## src/rtl/fetch_ctrl_if.sv

```systemverilog
// Fetch controller bus: instruction-memory handshake, next-PC feedback and decode-side outputs.
interface fetch_ctrl_if;
    logic [31:0] niaddr;
    logic        stall;
    logic        exc;
    logic        imem_req;
    logic [31:0] imem_addr;
    logic        imem_ack;
    logic [31:0] imem_rdata;
    logic [31:0] iaddr;
    logic [31:0] instr;
    logic        instr_valid;
    logic [31:0] icount;
    logic [31:0] epc;

    modport master (
        input  niaddr, stall, exc, imem_ack, imem_rdata,
        output imem_req, imem_addr, iaddr, instr, instr_valid, icount, epc
    );

    modport slave (
        output niaddr, stall, exc, imem_ack, imem_rdata,
        input  imem_req, imem_addr, iaddr, instr, instr_valid, icount, epc
    );
endinterface

```

## src/rtl/fetch_ctrl.sv

```systemverilog
// Fetch controller: owns the PC, fetches one word per instruction, counts retirements.
// Optional exception redirect and DRAIN state enabled by defining FETCH_CTRL_EXC_EN.
module fetch_ctrl #(
    parameter logic [31:0] RESET_PC = 32'h0000_3000,
    parameter logic [31:0] EXC_VEC  = 32'h0000_4180
) (
    input  logic           clk,
    input  logic           rst,
    fetch_ctrl_if.master   bus
);

`ifdef FETCH_CTRL_EXC_EN
    typedef enum logic [1:0] {S_FETCH, S_ISSUE, S_DRAIN} state_t;
`else
    typedef enum logic [1:0] {S_FETCH, S_ISSUE} state_t;
`endif

    state_t      r_state;
    state_t      w_next_state;
    logic [31:0] r_iaddr;
    logic [31:0] w_next_iaddr;
    logic [31:0] r_instr;
    logic [31:0] w_next_instr;
    logic        r_instr_valid;
    logic        w_next_valid;
    logic [31:0] r_icount;
    logic [31:0] w_next_icount;
    logic [31:0] r_epc;
    logic [31:0] w_next_epc;
    logic        w_exc;
    logic [31:0] w_niaddr_aligned;

`ifdef FETCH_CTRL_EXC_EN
    assign w_exc = bus.exc;
`else
    assign w_exc = 1'b0;
`endif

    assign w_niaddr_aligned = bus.niaddr & 32'hFFFF_FFFC;

    always_ff @(posedge clk) begin
        if (rst) begin
            r_state       <= S_FETCH;
            r_iaddr       <= RESET_PC;
            r_instr       <= 32'h0;
            r_instr_valid <= 1'b0;
            r_icount      <= 32'h0;
            r_epc         <= 32'h0;
        end else begin
            r_state       <= w_next_state;
            r_iaddr       <= w_next_iaddr;
            r_instr       <= w_next_instr;
            r_instr_valid <= w_next_valid;
            r_icount      <= w_next_icount;
            r_epc         <= w_next_epc;
        end
    end

    always_comb begin
        w_next_state  = r_state;
        w_next_iaddr  = r_iaddr;
        w_next_instr  = r_instr;
        w_next_valid  = r_instr_valid;
        w_next_icount = r_icount;
        w_next_epc    = r_epc;
        case (r_state)
            S_FETCH: begin
                if (w_exc) begin
                    w_next_epc   = r_iaddr;
                    w_next_iaddr = EXC_VEC;
`ifdef FETCH_CTRL_EXC_EN
                    // A same-cycle ack retires the outstanding request, so no drain is needed.
                    w_next_state = bus.imem_ack ? S_FETCH : S_DRAIN;
`endif
                end else if (bus.imem_ack) begin
                    w_next_instr = bus.imem_rdata;
                    w_next_valid = 1'b1;
                    w_next_state = S_ISSUE;
                end
            end
            S_ISSUE: begin
                if (w_exc) begin
                    w_next_epc   = r_iaddr;
                    w_next_iaddr = EXC_VEC;
                    w_next_valid = 1'b0;
                    w_next_state = S_FETCH;
                end else if (!bus.stall) begin
                    w_next_iaddr  = w_niaddr_aligned;
                    w_next_icount = r_icount + 32'd1;
                    w_next_valid  = 1'b0;
                    w_next_state  = S_FETCH;
                end
            end
`ifdef FETCH_CTRL_EXC_EN
            S_DRAIN: begin
                if (w_exc) begin
                    w_next_epc   = r_iaddr;
                    w_next_iaddr = EXC_VEC;
                end else if (bus.imem_ack) begin
                    w_next_state = S_FETCH;
                end
            end
`endif
            default: begin
                w_next_state = S_FETCH;
                w_next_valid = 1'b0;
            end
        endcase
    end

    assign bus.imem_req    = (r_state == S_FETCH);
    assign bus.imem_addr   = r_iaddr;
    assign bus.iaddr       = r_iaddr;
    assign bus.instr       = r_instr;
    assign bus.instr_valid = r_instr_valid;
    assign bus.icount      = r_icount;
`ifdef FETCH_CTRL_EXC_EN
    assign bus.epc         = r_epc;
`else
    assign bus.epc         = 32'h0;
`endif

endmodule

```

## src/flat_wrapper.sv

```systemverilog
// flat-port wrapper written by rule: the top's interface ports become plain ports
module fetch_ctrl_flat 
#(
    parameter logic [31:0] RESET_PC = 32'h0000_3000,
    parameter logic [31:0] EXC_VEC  = 32'h0000_4180
)
  (clk, rst, bus_niaddr, bus_stall, bus_exc, bus_imem_ack, bus_imem_rdata, bus_imem_req, bus_imem_addr, bus_iaddr, bus_instr, bus_instr_valid, bus_icount, bus_epc);
  fetch_ctrl_if bus_i ();
  input  logic clk;
  input  logic rst;
  input wire logic [$bits(bus_i.niaddr)-1:0] bus_niaddr;
  input wire logic [$bits(bus_i.stall)-1:0] bus_stall;
  input wire logic [$bits(bus_i.exc)-1:0] bus_exc;
  input wire logic [$bits(bus_i.imem_ack)-1:0] bus_imem_ack;
  input wire logic [$bits(bus_i.imem_rdata)-1:0] bus_imem_rdata;
  output wire logic [$bits(bus_i.imem_req)-1:0] bus_imem_req;
  output wire logic [$bits(bus_i.imem_addr)-1:0] bus_imem_addr;
  output wire logic [$bits(bus_i.iaddr)-1:0] bus_iaddr;
  output wire logic [$bits(bus_i.instr)-1:0] bus_instr;
  output wire logic [$bits(bus_i.instr_valid)-1:0] bus_instr_valid;
  output wire logic [$bits(bus_i.icount)-1:0] bus_icount;
  output wire logic [$bits(bus_i.epc)-1:0] bus_epc;
  assign bus_i.niaddr = bus_niaddr;
  assign bus_i.stall = bus_stall;
  assign bus_i.exc = bus_exc;
  assign bus_i.imem_ack = bus_imem_ack;
  assign bus_i.imem_rdata = bus_imem_rdata;
  assign bus_imem_req = bus_i.imem_req;
  assign bus_imem_addr = bus_i.imem_addr;
  assign bus_iaddr = bus_i.iaddr;
  assign bus_instr = bus_i.instr;
  assign bus_instr_valid = bus_i.instr_valid;
  assign bus_icount = bus_i.icount;
  assign bus_epc = bus_i.epc;
  fetch_ctrl #(.RESET_PC(RESET_PC), .EXC_VEC(EXC_VEC)) u_core (.clk(clk), .rst(rst), .bus(bus_i));
endmodule
```

## config.mk

```make
export PLATFORM = sky130hd
export DESIGN_NAME = fetch_ctrl_flat
export DESIGN_NICKNAME = d
export VERILOG_FILES = /design/src/rtl/fetch_ctrl_if.sv /design/src/rtl/fetch_ctrl.sv /design/src/flat_wrapper.sv
export SDC_FILE = /design/constraint.sdc
export NUM_CORES = 1
export LEC_CHECK = 0
export ABC_CLOCK_PERIOD_IN_PS = 2400
export BUFFER_PORTS_ARGS = -buffer_cell sky130_fd_sc_hd__buf_2
export CORE_MARGIN = 10
export CORE_UTILIZATION = 46
export CTS_BUF_LIST = sky130_fd_sc_hd__clkbuf_4 sky130_fd_sc_hd__clkbuf_8
export DETAILED_ROUTE_END_ITERATION = 10
export GPL_ROUTABILITY_DRIVEN = 0
export PLACE_DENSITY_LB_ADDON = 0.25
export SYNTH_ARGS = -nofsm -noshare
export SYNTH_HDL_FRONTEND = slang
export SYNTH_SLANG_ARGS = --single-unit
```

## constraint.sdc

```tcl
create_clock -name clk -period 2.4 [get_ports clk]
set_clock_uncertainty 0.2 [all_clocks]
set_input_delay 0 -clock clk [delete_from_list [all_inputs] [get_ports clk]]
set_output_delay 0 -clock clk [all_outputs]
set_load 0.05 [all_outputs]
```

-- Word level (Yosys, flattened, before mapping)
Index checks and enable logic that the tools add are counted.
- register bits after elaboration: 97
- add/subtract/negate cells: 1
- equality and inequality tests: 3
- muxes and demuxes: 6
- bitwise logic cells: 1
- reductions and logical operators: 4
- operators with widths (kind ; number):
    $add 32x1->32 const B ; 1
    $reduce_and 2->1 ; 3
    $mux 2 ; 2
    $ne 2x2->1 const B ; 2
    $pmux 2 s2 ; 1
    $eq 2x1->1 const B ; 1
    $logic_not 2->1 ; 1
    $mux 1 ; 2
    $pmux 1 s2 ; 1
    $not 1->1 ; 1

-- Depth between registers and ports, before layout
Gate-level depths: netlist of run 1.
- depth after elaboration: 3
- mapped depth: 7
- depth with buffers taken out: 4

-- Worst setup path after synthesis of run 1
Ideal clock, no wire load.
- kind: register to register
- from: register u_core.r_icount[15], in the netlist u_core.bus.icount[15]
- to: register u_core.r_icount[31], in the netlist u_core.bus.icount[31]
- library setup time: 0.123 ns
- data arrival time: 2.243 ns
- required time: 2.077 ns
- slack: -0.167 ns
- stages on the path, launching flop included: 7
- buffers on the path: 2
- period minus slack after synthesis: 2.567 ns
- cell sequence: dfxtp_1 nand4_2 or4_1 buf_2 buf_6 nor4_2 mux2_1
- longest elaborated chain between the ends: 1
- RTL lines (item ; line ; text):
    start, declared ; fetch_ctrl.sv:26 ; logic [31:0] r_icount;
    start signal, assigned ; fetch_ctrl.sv:54 ; r_icount <= w_next_icount;
    $add 32x1->32 ; fetch_ctrl.sv:89 ; w_next_icount = r_icount + 32'd1;
No other way between the ends.
A chain may end at the register's enable or synchronous reset.

-- Worst setup path in the final report of run 1
- from: register u_core.r_icount[10], in the netlist u_core.bus.icount[10]
- to: register u_core.r_icount[15], in the netlist u_core.bus.icount[15]
Same word-level chain as after synthesis.

==> results of run 1 <==
how the worst max path moves through the flow:
stage / startpoint / endpoint / slack [ns]
after CTS: u_core.bus.icount[15] / u_core.bus.icount[29] / 0.1
final: u_core.bus.icount[10] / u_core.bus.icount[15] / 0.27
after floorplan: u_core.r_state[0] / u_core.bus.icount[20] / 0.06
after global routing: u_core.bus.icount[11] / u_core.bus.icount[15] / 0.12
after detailed placement: u_core.bus.icount[15] / u_core.bus.icount[31] / 0.13
after global placement: u_core.bus.icount[15] / u_core.bus.icount[27] / 0.16
cells by family (layout without fill, tap and decap cells):
logic type	count (synthesis)	in the layout	share of synthesized area (%)
compound gates	100	100	12.8
flops	95	95	45.7
other cells	1	37	0.0901
simple gates	203	203	22.5
fa+ha+maj	1	1	0.301
mux	3	3	0.812
buf+inv	107	297	15.8
xor+xnor	9	9	1.89
metrics by stage:
step	utilization [%]	std cells	power (µW)	setup slack, ns
4_1_cts	66.3	852	3540	0.0994
2_1_floorplan	-	554	2260	0.0574
6_report	66.3	853	3520	0.266
3_5_place_dp	55.5	762	2360	0.126
5_1_grt	66.3	852	3660	0.125
3_3_place_gp	55.5	762	2350	0.156
flip-flops by register name (all words and copies together) (netlist names):
signal / flops
u_core.bus.instr: 32
u_core.bus.iaddr: 30
u_core.r_state: 1
u_core.bus.icount: 32
cells in the final DEF (no fill, tap or decap), drive strengths merged, types with 7 or more instances in the layout:
master       netlist  final
o31ai             13     13
clkbuf            31     12
nand4              9      9
a21oi             81     81
inv                7      8
buf               69    200
nand2            136    136
dlygate4sd3        0     74
nor2              12     12
nand3              7      7
conb               1     36
or4               14     14
dfxtp             95     95
final cells by class:
type | count | share of cell area [%]
Multi-Input combinational cell | 352 | 29.9
Inverter | 7 | 0.452
Tap cell | 108 | 2.32
Sequential cell | 95 | 32.9
Clock buffer | 12 | 2.63
Clock inverter | 4 | 0.926
Antenna cell | 1 | 0.0430
Timing Repair Buffer | 274 | 30.8
power breakdown:
| part | internal (µW) | switching (µW) | leakage (µW) |
|---|---|---|---|
| registers | 1630 | 30.3 | 0.000778 |
| logic | 216 | 556 | 0.00180 |
| clock network | 538 | 549 | 0.000100 |
| total | 2380 | 1140 | 0.00267 |
routing by layer:
metal	routed length (µm)	vias up	part of all wire, %	GRT usage, %
met4	253	0	1.9	7.18
met3	1380	27	10	7.71
met1	4760	1916	36	20.1
met5	0	-	0	0
li1	-	2061	-	-
met2	6860	174	52	33.0
what timing repair did:
action	in CTS	in global routing
setup endpoints to repair	0	2
hold endpoints to repair	66	0
resized for setup	0	1
hold buffers	74	0
==> summary.txt, run 1 <==
Status
  – Status: finished, final reports clean

Critical path
  – Worst-path fanout max: 16
  – CP top delay family: simple AND/OR/NAND/NOR gates
  – Slowest cell delay on critical path: approximately 0.7 ns
  – Reg-to-reg critical path endpoint: u_core.bus.icount[15]
  – Crit path required time: around 2.5 ns
  – Crit path kind: flop to flop
  – R2R Setup Slk: 0.27 ns
  – CP endpoint kind: flop
  – Buf/Inv on CP: 0
  – WP data arrival: 2.22 ns
  – WP depth: 4
  – Worst Setup Start Kind: flop
  – Slowest CP cell: or4_2
  – Critical R2R Launch: u_core.bus.icount[10]
  – Cell Chain, Critical Path: nand4_1, or2_0, or4_2, a21oi_1
  – R2R cell count: 4

Synth
  – Area share of the largest cell type after synthesis: 45.7%
  – Mapped Area: approximately 4200 µm²
  – FF+latch count, synth: 95
  – Commonest cells in the netlist: 136 x nand2_1, 95 x dfxtp_1, 81 x a21oi_1
  – Register area share after synthesis: 45.7%
  – Ys flop type: dfxtp_1
  – Post-synth ARST share: 0%
  – Synth cell types: 34
  – Ys Warns: 0
  – Post-synth top area cell: dfxtp_1
  – Cell with the most instances after synthesis: nand2_1
  – Synth Instances: a little over 500
  – Avg Cell Area, Syn: 8.02 µm²
  – Area contributors post-synth: dfxtp_1 46%, nand2_1 12%, buf_4 12%, a21oi_1 9.7%, clkbuf_1 2.8%
  – EDFF count, synth: 0

GRT
  – Initial antenna violation count: 0
  – GRT Util Overall: 19.0%
  – Largest net degree at the start of global routing: 41
  – First-pass GRT wire length: 20.7 mm
  – Grt total ovfl: 0
  – Vias in the first global route: 4183

Detailed routing
  – Routed wire length: approximately 13 mm
  – Vias/cell: just under 5
  – Vias: ~4200
  – DRC: 0
  – Starting DRT DRC Count: 324
  – WL/cell: 15.5 µm
  – Antenna Nets Post-Route: 0
  – DR pass1 iterations: 5

Floorplanning
  – Starting Density: 47.5%
  – Num rows: 34
  – Die H: 115 µm
  – Core area: between 8000 and 9000 µm²
  – Die Area: 13200 µm²
  – Die width: 115 µm
  – Number of I/O pins: 231

STA
  – Max_slew headroom: 48.2%
  – Fmax achieved: 469 MHz
  – Final setup viols: 0
  – Final hold slack: 0.0389 ns
  – Minimum clock period: 2.13 ns
  – Final Hold Fails: 0
  – Worst-margin pin slew: about 0.78 ns
  – Post-route setup TNS: 0 ns
  – Fin crit share: 88.9%
  – Setup repair after global routing missed its margin: no
  – Fin. max-slew vios: 0

Clock network
  – Clock Sinks: between 90 and 100
  – # H-tree levels: 3
  – Clock-pin slew of the registers on the worst-case setup and hold paths: 0.09 ns
  – Worst-Skew Late Latency: about 0.36 ns
  – Cts bufs inserted: 9
  – Longest Clk Path Bufs: 2
  – Post-CTS Repair Setup Buffers: 0
  – CTS tree: built
  – CTS Root Cell: clkbuf_8

Pwr
  – IR drop worst, VDD: between 300 and 400 µV
  – PD cells: 605 nW/µm²
  – Pleak: 0.00267 µW

Cells and area
  – Post-route cell area: 5810 µm²
  – Final nets: about 810
  – Storage cell area: 1910 µm²
  – Layout filler cell count: roughly 700
  – P&R area growth vs syn: 39.7%
  – Multi-input gate area: 1740 µm²
  – Layout cells sized above 1: between 30% and 40%

Min path
  – Hold depth: 2
  – Hold Crit Class: primary input to flop
  – HP Start: rst
  – Hold Path End: u_core.bus.icount[13]

Job
  – Max_cap viols: 0

Place
  – Dpl hpwl: 8.90 mm
  – Area after DPL: 4860 µm²
  – # port buffers: 191
Note: power is estimated with default switching activity, not from simulation.
==> run 2: changes to the inputs <==
- ABC_AREA: default -> 0
- CORE_UTILIZATION: 46 -> 35
==> run 2 against run 1 <==
- total power up 1.5%
- global-route usage fell by 3.3 points
- fmax down 4.4%
==> summary.txt, run 2 (same netlist as run 1, synthesis figures left out) <==
Clock network
  – Cts bufs inserted: 9 (unchanged)
  – CTS tree: built
  – Post-CTS Repair Setup Buffers: 0 (unchanged)
  – Clock Sinks: 95 (unchanged)
  – CTS Root Cell: clkbuf_8
  – Worst-Skew Late Latency: 0.38 ns (+0.02 ns)
  – Cts repair resizes: 0 (unchanged)
  – Hold Buf Count CTS: 89 (+20%)
  – # H-tree levels: 3 (unchanged)
  – Longest Clk Path Bufs: 2 (unchanged)
  – Clock-pin slew of the registers on the worst-case setup and hold paths: 0.09 ns (about the same)

GRT
  – Met2 Track Usage GR: 27.9% (-5.1 points)
  – First-pass GRT wire length: 21.2 mm (+2.2%)
  – Initial antenna violation count: 1 (+1)
  – Vias in the first global route: 4277 (+2.2%)
  – Grt total ovfl: 0 (unchanged)
  – Met1 Resource Use GR: 15.7% (-4.4 points)
  – GRT met3 Usage: 6.53% (-1.2 points)
  – GRT Util Overall: 15.7% (-3.3 points)
  – Layer with the highest usage: met2
  – Largest net degree at the start of global routing: 46 (+12%)

Place
  – Placed Cells: 798 (+4.7%)
  – Worst slack, placed: 0.240 ns (+0.114 ns)
  – # port buffers: 191 (unchanged)
  – Dpl hpwl: 9.30 mm (+4.5%)

STA
  – Fin crit share: 93.0% (+4.1 points)
  – Worst-margin pin slew: 0.745 ns (-0.0325 ns)
  – Fmax achieved: 448 MHz (-4.4%)
  – Fin. max-slew vios: 0 (unchanged)
  – Final Hold Fails: 0 (unchanged)
  – Worst Setup Slack, final: 0.168 ns (-0.0984 ns)
  – Final setup viols: 0 (unchanged)
  – Post-route setup TNS: 0 ns (unchanged)
  – Max_slew headroom: 50.3% (+2.2 points)
  – Minimum clock period: 2.23 ns (+0.0984 ns)
  – Setup repair after global routing missed its margin: no
  – Final hold slack: 0.117 ns (+0.0776 ns)

Detailed routing
  – Vias: 4208 (+0.72%)
  – Antenna Nets Post-Route: 0 (unchanged)
  – DR pass1 iterations: 6 (+1)
  – Vias/cell: 4.65 (-5.1%)
  – Routed wire length: 13.7 mm (+3.4%)
  – DRC: 0 (unchanged)
  – Starting DRT DRC Count: 284 (-12%)
  – WL/cell: 15.1 µm (-2.5%)

Critical path
  – R2R cell count: 6 (+2)
  – Critical R2R Launch: u_core.r_state[0]
  – Worst-path fanout max: 6 (-10)
  – Reg-to-reg critical path endpoint: u_core.bus.instr[28]
  – Slowest CP cell: dlygate4sd3_1
  – Crit path required time: 2.52 ns (+0.03 ns)
  – Most frequent CP cell: dlygate4sd3_1
  – R2R Setup Slk: 0.17 ns (-0.10 ns)
  – WP data arrival: 2.36 ns (+0.14 ns)
  – Cell Chain, Critical Path: buf_4, nor2b_2, nand2_1, dlygate4sd3_1, a21oi_1, dlygate4sd3_1
  – Slowest cell delay on critical path: 0.56 ns (-0.14 ns)
  – Worst Setup Start Kind: flop
  – Crit path kind: flop to flop
  – CP endpoint kind: flop

Cells and area
  – Most frequent cells in the layout: 190 x buf_2, 136 x nand2_1, 89 x dlygate4sd3_1, 85 x dfxtp_1, 81 x a21oi_1
  – P&R area growth vs syn: 44.0%
  – Layout cells sized above 1: 30.9% (-0.66 points)
  – Fin cells: 905 (+6.1%)
  – Final nets: 825 (+2.0%)
  – Commonest non-fill, non-tap cell in the layout: buf_2

Floorplanning
  – Number of I/O pins: 231 (unchanged)
  – Die H: 129 µm (+12%)
  – Die width: 129 µm (+12%)
  – Core area: 11500 µm² (+31%)
  – Num rows: 39 (+15%)
  – Starting Density: 36.1% (-11 points)
  – Die Area: 16600 µm² (+26%)

Pwr
  – PD cells: 596 nW/µm² (-1.6%)
  – IR drop worst, VDD: 404 µV (+5.7%)
  – Pleak: 0.00279 µW (+4.2%)
  – Total power: 3570 µW (+1.5%)

Status
  – Status: finished, final reports clean

Min path
  – Hold depth: 5 (+3)
  – Hold Path End: u_core.bus.instr[29]
  – Hold Crit Class: primary input to flop
  – HP Start: bus_imem_ack

Job
  – Max_cap viols: 0 (unchanged)
## run 2: cell count changes in the layout (fill, tap and decap cells not counted), moves of 2 or more
| cell | delta |
|---|---|
| dlygate4sd3_1 | +15 |
| buf_4 | +4 |
| buf_12 | -2 |
| clkbuf_4 | -2 |
| clkinv_2 | +2 |
## run 2: per-stage QoR
step | utilization (%) | area [µm²]
3_5_place_dp | 42.4 | 4890
6_report | 52.0 | 5990
3_3_place_gp | 42.4 | 4890
5_1_grt | 52.0 | 5990
4_1_cts | 52.0 | 5990
2_1_floorplan | - | 4300
## run 2: report_power, final
group	total, µW	internal [µW]	leakage (µW)	switching (µW)
sequential	1660	1630	0.000778	31.1
clock	1120	537	0.000105	585
combinational	789	228	0.00190	561
## run 2: layout make-up
type | instances | area [µm²]
multi-input cells | 352 | 1740
flip-flops and latches | 95 | 1910
well taps | 143 | 179
diodes | 2 | 5.00
repair buffers | 290 | 1920
inverters | 7 | 26.3
clock buffers | 11 | 151
clock inverters | 5 | 56.3
fillers | 1085 | 5520
## run 2: critical path: cells and delay by family (launching register included)
kind,cells,cell delay [ns]
flops,1,0.32
buf+inv,3,1.28
compound gates,1,0.12
simple gates,2,0.26
## run 2: routing by layer
layer	routed length [µm]	vias up
li1	-	2099
met1	5100	1923
met2	7030	161
met3	1240	25
met4	325	0
met5	0	-
## run 2: worst max path at each step
stage | from | endpoint | slack (ns) | cells past startpoint
3_3_place_gp | u_core.bus.icount[15] | u_core.bus.icount[31] | 0.27 | 5
5_1_grt | u_core.r_state[0] | u_core.bus.instr[24] | 0.02 | 7
3_5_place_dp | u_core.bus.icount[15] | u_core.bus.icount[31] | 0.24 | 5
2_1_floorplan | u_core.r_state[0] | u_core.bus.icount[20] | 0.06 | 6
4_1_cts | u_core.r_state[0] | u_core.bus.instr[28] | 0.21 | 6
6_report | u_core.r_state[0] | u_core.bus.instr[28] | 0.17 | 6
==> run 3: changes to the inputs <==
- CORE_UTILIZATION: 35 -> 45
==> run 3 against run 2 <==
- wire length increased by 2.3%
- sequential cell count unchanged
- design area increased by 2.7%
- combinational power increased by 2%
- critical path type unchanged
- critical endpoint is now u_core.bus.instr[15]
- largest cell class unchanged
- largest power group unchanged
- highest routed layer unchanged
==> summary.txt, run 3 (same netlist as run 1, synthesis figures left out) <==
Pwr
  – IR drop worst, VDD: 356 µV (-12%)
  – Sequential share of power: 47.1% (+0.6 points)
  – Sw Share: 32.7% (-0.28 points)
  – Sw Pwr: 1150 µW (-2.1%)
  – PD cells: 573 nW/µm² (-3.9%)
  – Internal: 2370 µW (-0.88%)
  – Pleak: 0.00277 µW (-0.55%)
  – Logic pwr share: 22.8% (+0.7 points)
  – Power share of the clock group: 30.1% (-1.3 points)

STA
  – Minimum clock period: 2.28 ns (+0.0526 ns)
  – Setup repair after global routing missed its margin: no
  – Final hold slack: 0.116 ns (-0.000538 ns)
  – Final Hold Fails: 0 (unchanged)
  – Fin. max-slew vios: 0 (unchanged)
  – Post-route setup TNS: 0 ns (unchanged)
  – Fmax achieved: 438 MHz (-2.3%)
  – Final setup viols: 0 (unchanged)
  – Fin crit share: 95.2% (+2.2 points)
  – Worst-margin pin slew: 0.726 ns (-0.0187 ns)
  – Max_slew headroom: 51.6% (+1.2 points)

Cells and area
  – Util after Layout: 67.6% (+16 points)
  – Most frequent cells in the layout: 191 x buf_2, 136 x nand2_1, 109 x dlygate4sd3_1, 85 x dfxtp_1, 81 x a21oi_1
  – Final nets: 846 (+2.5%)
  – Commonest non-fill, non-tap cell in the layout: buf_2
  – P&R area growth vs syn: 47.9%
  – Layout cells sized above 1: 30.3% (-0.58 points)

Critical path
  – Reg-to-reg critical path endpoint: u_core.bus.instr[15]
  – CP top delay family: buffers and inverters
  – Buf/Inv on CP: 3 (unchanged)
  – Slowest cell delay on critical path: 0.59 ns (+0.03 ns)
  – R2R Setup Slk: 0.12 ns (-0.05 ns)
  – R2R cell count: 6 (unchanged)
  – CP endpoint kind: flop
  – Critical R2R Launch: u_core.r_state[0]
  – Crit path required time: 2.50 ns (-0.02 ns)
  – Worst Setup Start Kind: flop
  – WP data arrival: 2.38 ns (+0.02 ns)
  – Crit path kind: flop to flop
  – Most frequent CP cell: dlygate4sd3_1
  – Crit path from: u_core.r_state[0]
  – Critical Path End: u_core.bus.instr[15]
  – Cell Chain, Critical Path: buf_4, nor2b_4, nand2_1, dlygate4sd3_1, a21oi_1, dlygate4sd3_1
  – Worst-path fanout max: 8 (+2)
  – WP depth: 6 (unchanged)
  – Slowest CP cell: dlygate4sd3_1

Clock network
  – Cts bufs inserted: 9 (unchanged)
  – Longest Clk Path Bufs: 2 (unchanged)
  – # H-tree levels: 3 (unchanged)
  – Post-CTS Repair Setup Buffers: 0 (unchanged)
  – Clock Sinks: 95 (unchanged)
  – Clock-pin slew of the registers on the worst-case setup and hold paths: 0.10 ns (about the same)
  – CTS tree: built
  – CTS Root Cell: clkbuf_8
  – Worst-Skew Late Latency: 0.35 ns (-0.03 ns)

GRT
  – First-pass GRT wire length: 21.7 mm (+2.6%)
  – Largest net degree at the start of global routing: 32 (-30%)
  – Grt total ovfl: 0 (unchanged)
  – GRT Util Overall: 19.9% (+4.2 points)
  – Initial antenna violation count: 0 (-1)
  – Vias in the first global route: 4483 (+4.8%)

Min path
  – Hold Crit Class: primary input to flop
  – Hold depth: 5 (unchanged)

Status
  – Status: finished, final reports clean

Place
  – # port buffers: 191 (unchanged)
  – Dpl hpwl: 8.95 mm (-3.7%)

Job
  – Max_cap viols: 0 (unchanged)

Floorplanning
  – Die H: 116 µm (-10%)
  – Die Area: 13500 µm² (-19%)
  – Num rows: 35 (-10%)
  – Die width: 116 µm (-10%)
  – Number of I/O pins: 231 (unchanged)
  – Starting Density: 45.7% (+9.5 points)
  – Core area: 9110 µm² (-21%)

Detailed routing
  – WL/cell: 15.7 µm (+3.7%)
  – Antenna Nets Post-Route: 0 (unchanged)
  – DR pass1 iterations: 5 (-1)
  – Vias/cell: 4.91 (+5.7%)
  – Vias: 4389 (+4.3%)
  – Starting DRT DRC Count: 293 (+3.2%)
  – DRC: 0 (unchanged)
  – Routed wire length: 14.0 mm (+2.3%)
[run 3: layout make-up]
cell class	instances	area [µm²]
Clock inverter	5	58.8
Antenna cell	1	2.50
Multi-Input combinational cell	352	1740
Sequential cell	95	1910
Timing Repair Buffer	311	2130
Fill cell	717	2960
Tap cell	111	139
Inverter	7	26.3
Clock buffer	11	139
[run 3: timing repair]
item	CTS	global route
setup endpoints to repair	0	12
hold buffers	109	0
endpoints found under the hold margin	82	0
resized for setup	0	2
[run 3: worst min path at each step]
stage | slack (ns) | to | start
3_3_place_gp | 0.02 | u_core.bus.iaddr[12] | bus_niaddr[12]
4_1_cts | 0.14 | u_core.bus.instr[9] | bus_imem_ack
3_5_place_dp | 0.02 | u_core.bus.iaddr[13] | bus_niaddr[13]
6_report | 0.12 | u_core.bus.instr[7] | bus_imem_ack
2_1_floorplan | -0.08 | u_core.bus.iaddr[12] | bus_niaddr[12]
5_1_grt | 0.12 | u_core.bus.instr[4] | bus_imem_ack
[run 3: metal layers]
| layer | routed length [µm] | part of all wire, % | vias up | track usage (%) |
|---|---|---|---|---|
| met5 | 0 | 0 | - | 0 |
| met4 | 486 | 3.5 | 0 | 8.59 |
| met3 | 1150 | 8.2 | 42 | 6.88 |
| met2 | 7280 | 52 | 185 | 35.0 |
| met1 | 5100 | 36 | 2023 | 21.1 |
| li1 | - | - | 2139 | - |
[run 3: power by group through the flow]
stage | sequential [µW] | combinational [µW] | clock [µW]
5_1_grt | 1670 | 847 | 1160
6_report | 1660 | 803 | 1060
4_1_cts | 1660 | 785 | 1100
2_1_floorplan | 1880 | 382 | 0
3_3_place_gp | 1690 | 657 | 0
3_5_place_dp | 1690 | 662 | 0
[run 3: stage by stage]
stage	power [µW]	std cells	cell area (µm²)	setup slack, ns
after global routing	3680	892	6150	0.00933
after CTS	3540	892	6140	0.0399
after global placement	2350	767	4850	0.151
after detailed placement	2360	767	4850	0.110
after floorplan	2260	554	4300	0.0574
final	3520	893	6150	0.115
[run 3: tightest hold or removal path, stage by stage]
cell and delay, ns:
buf_2 0.12, nor2b_4 0.15, buf_4 0.22, nand2_1 0.09, a21oi_1 0.05
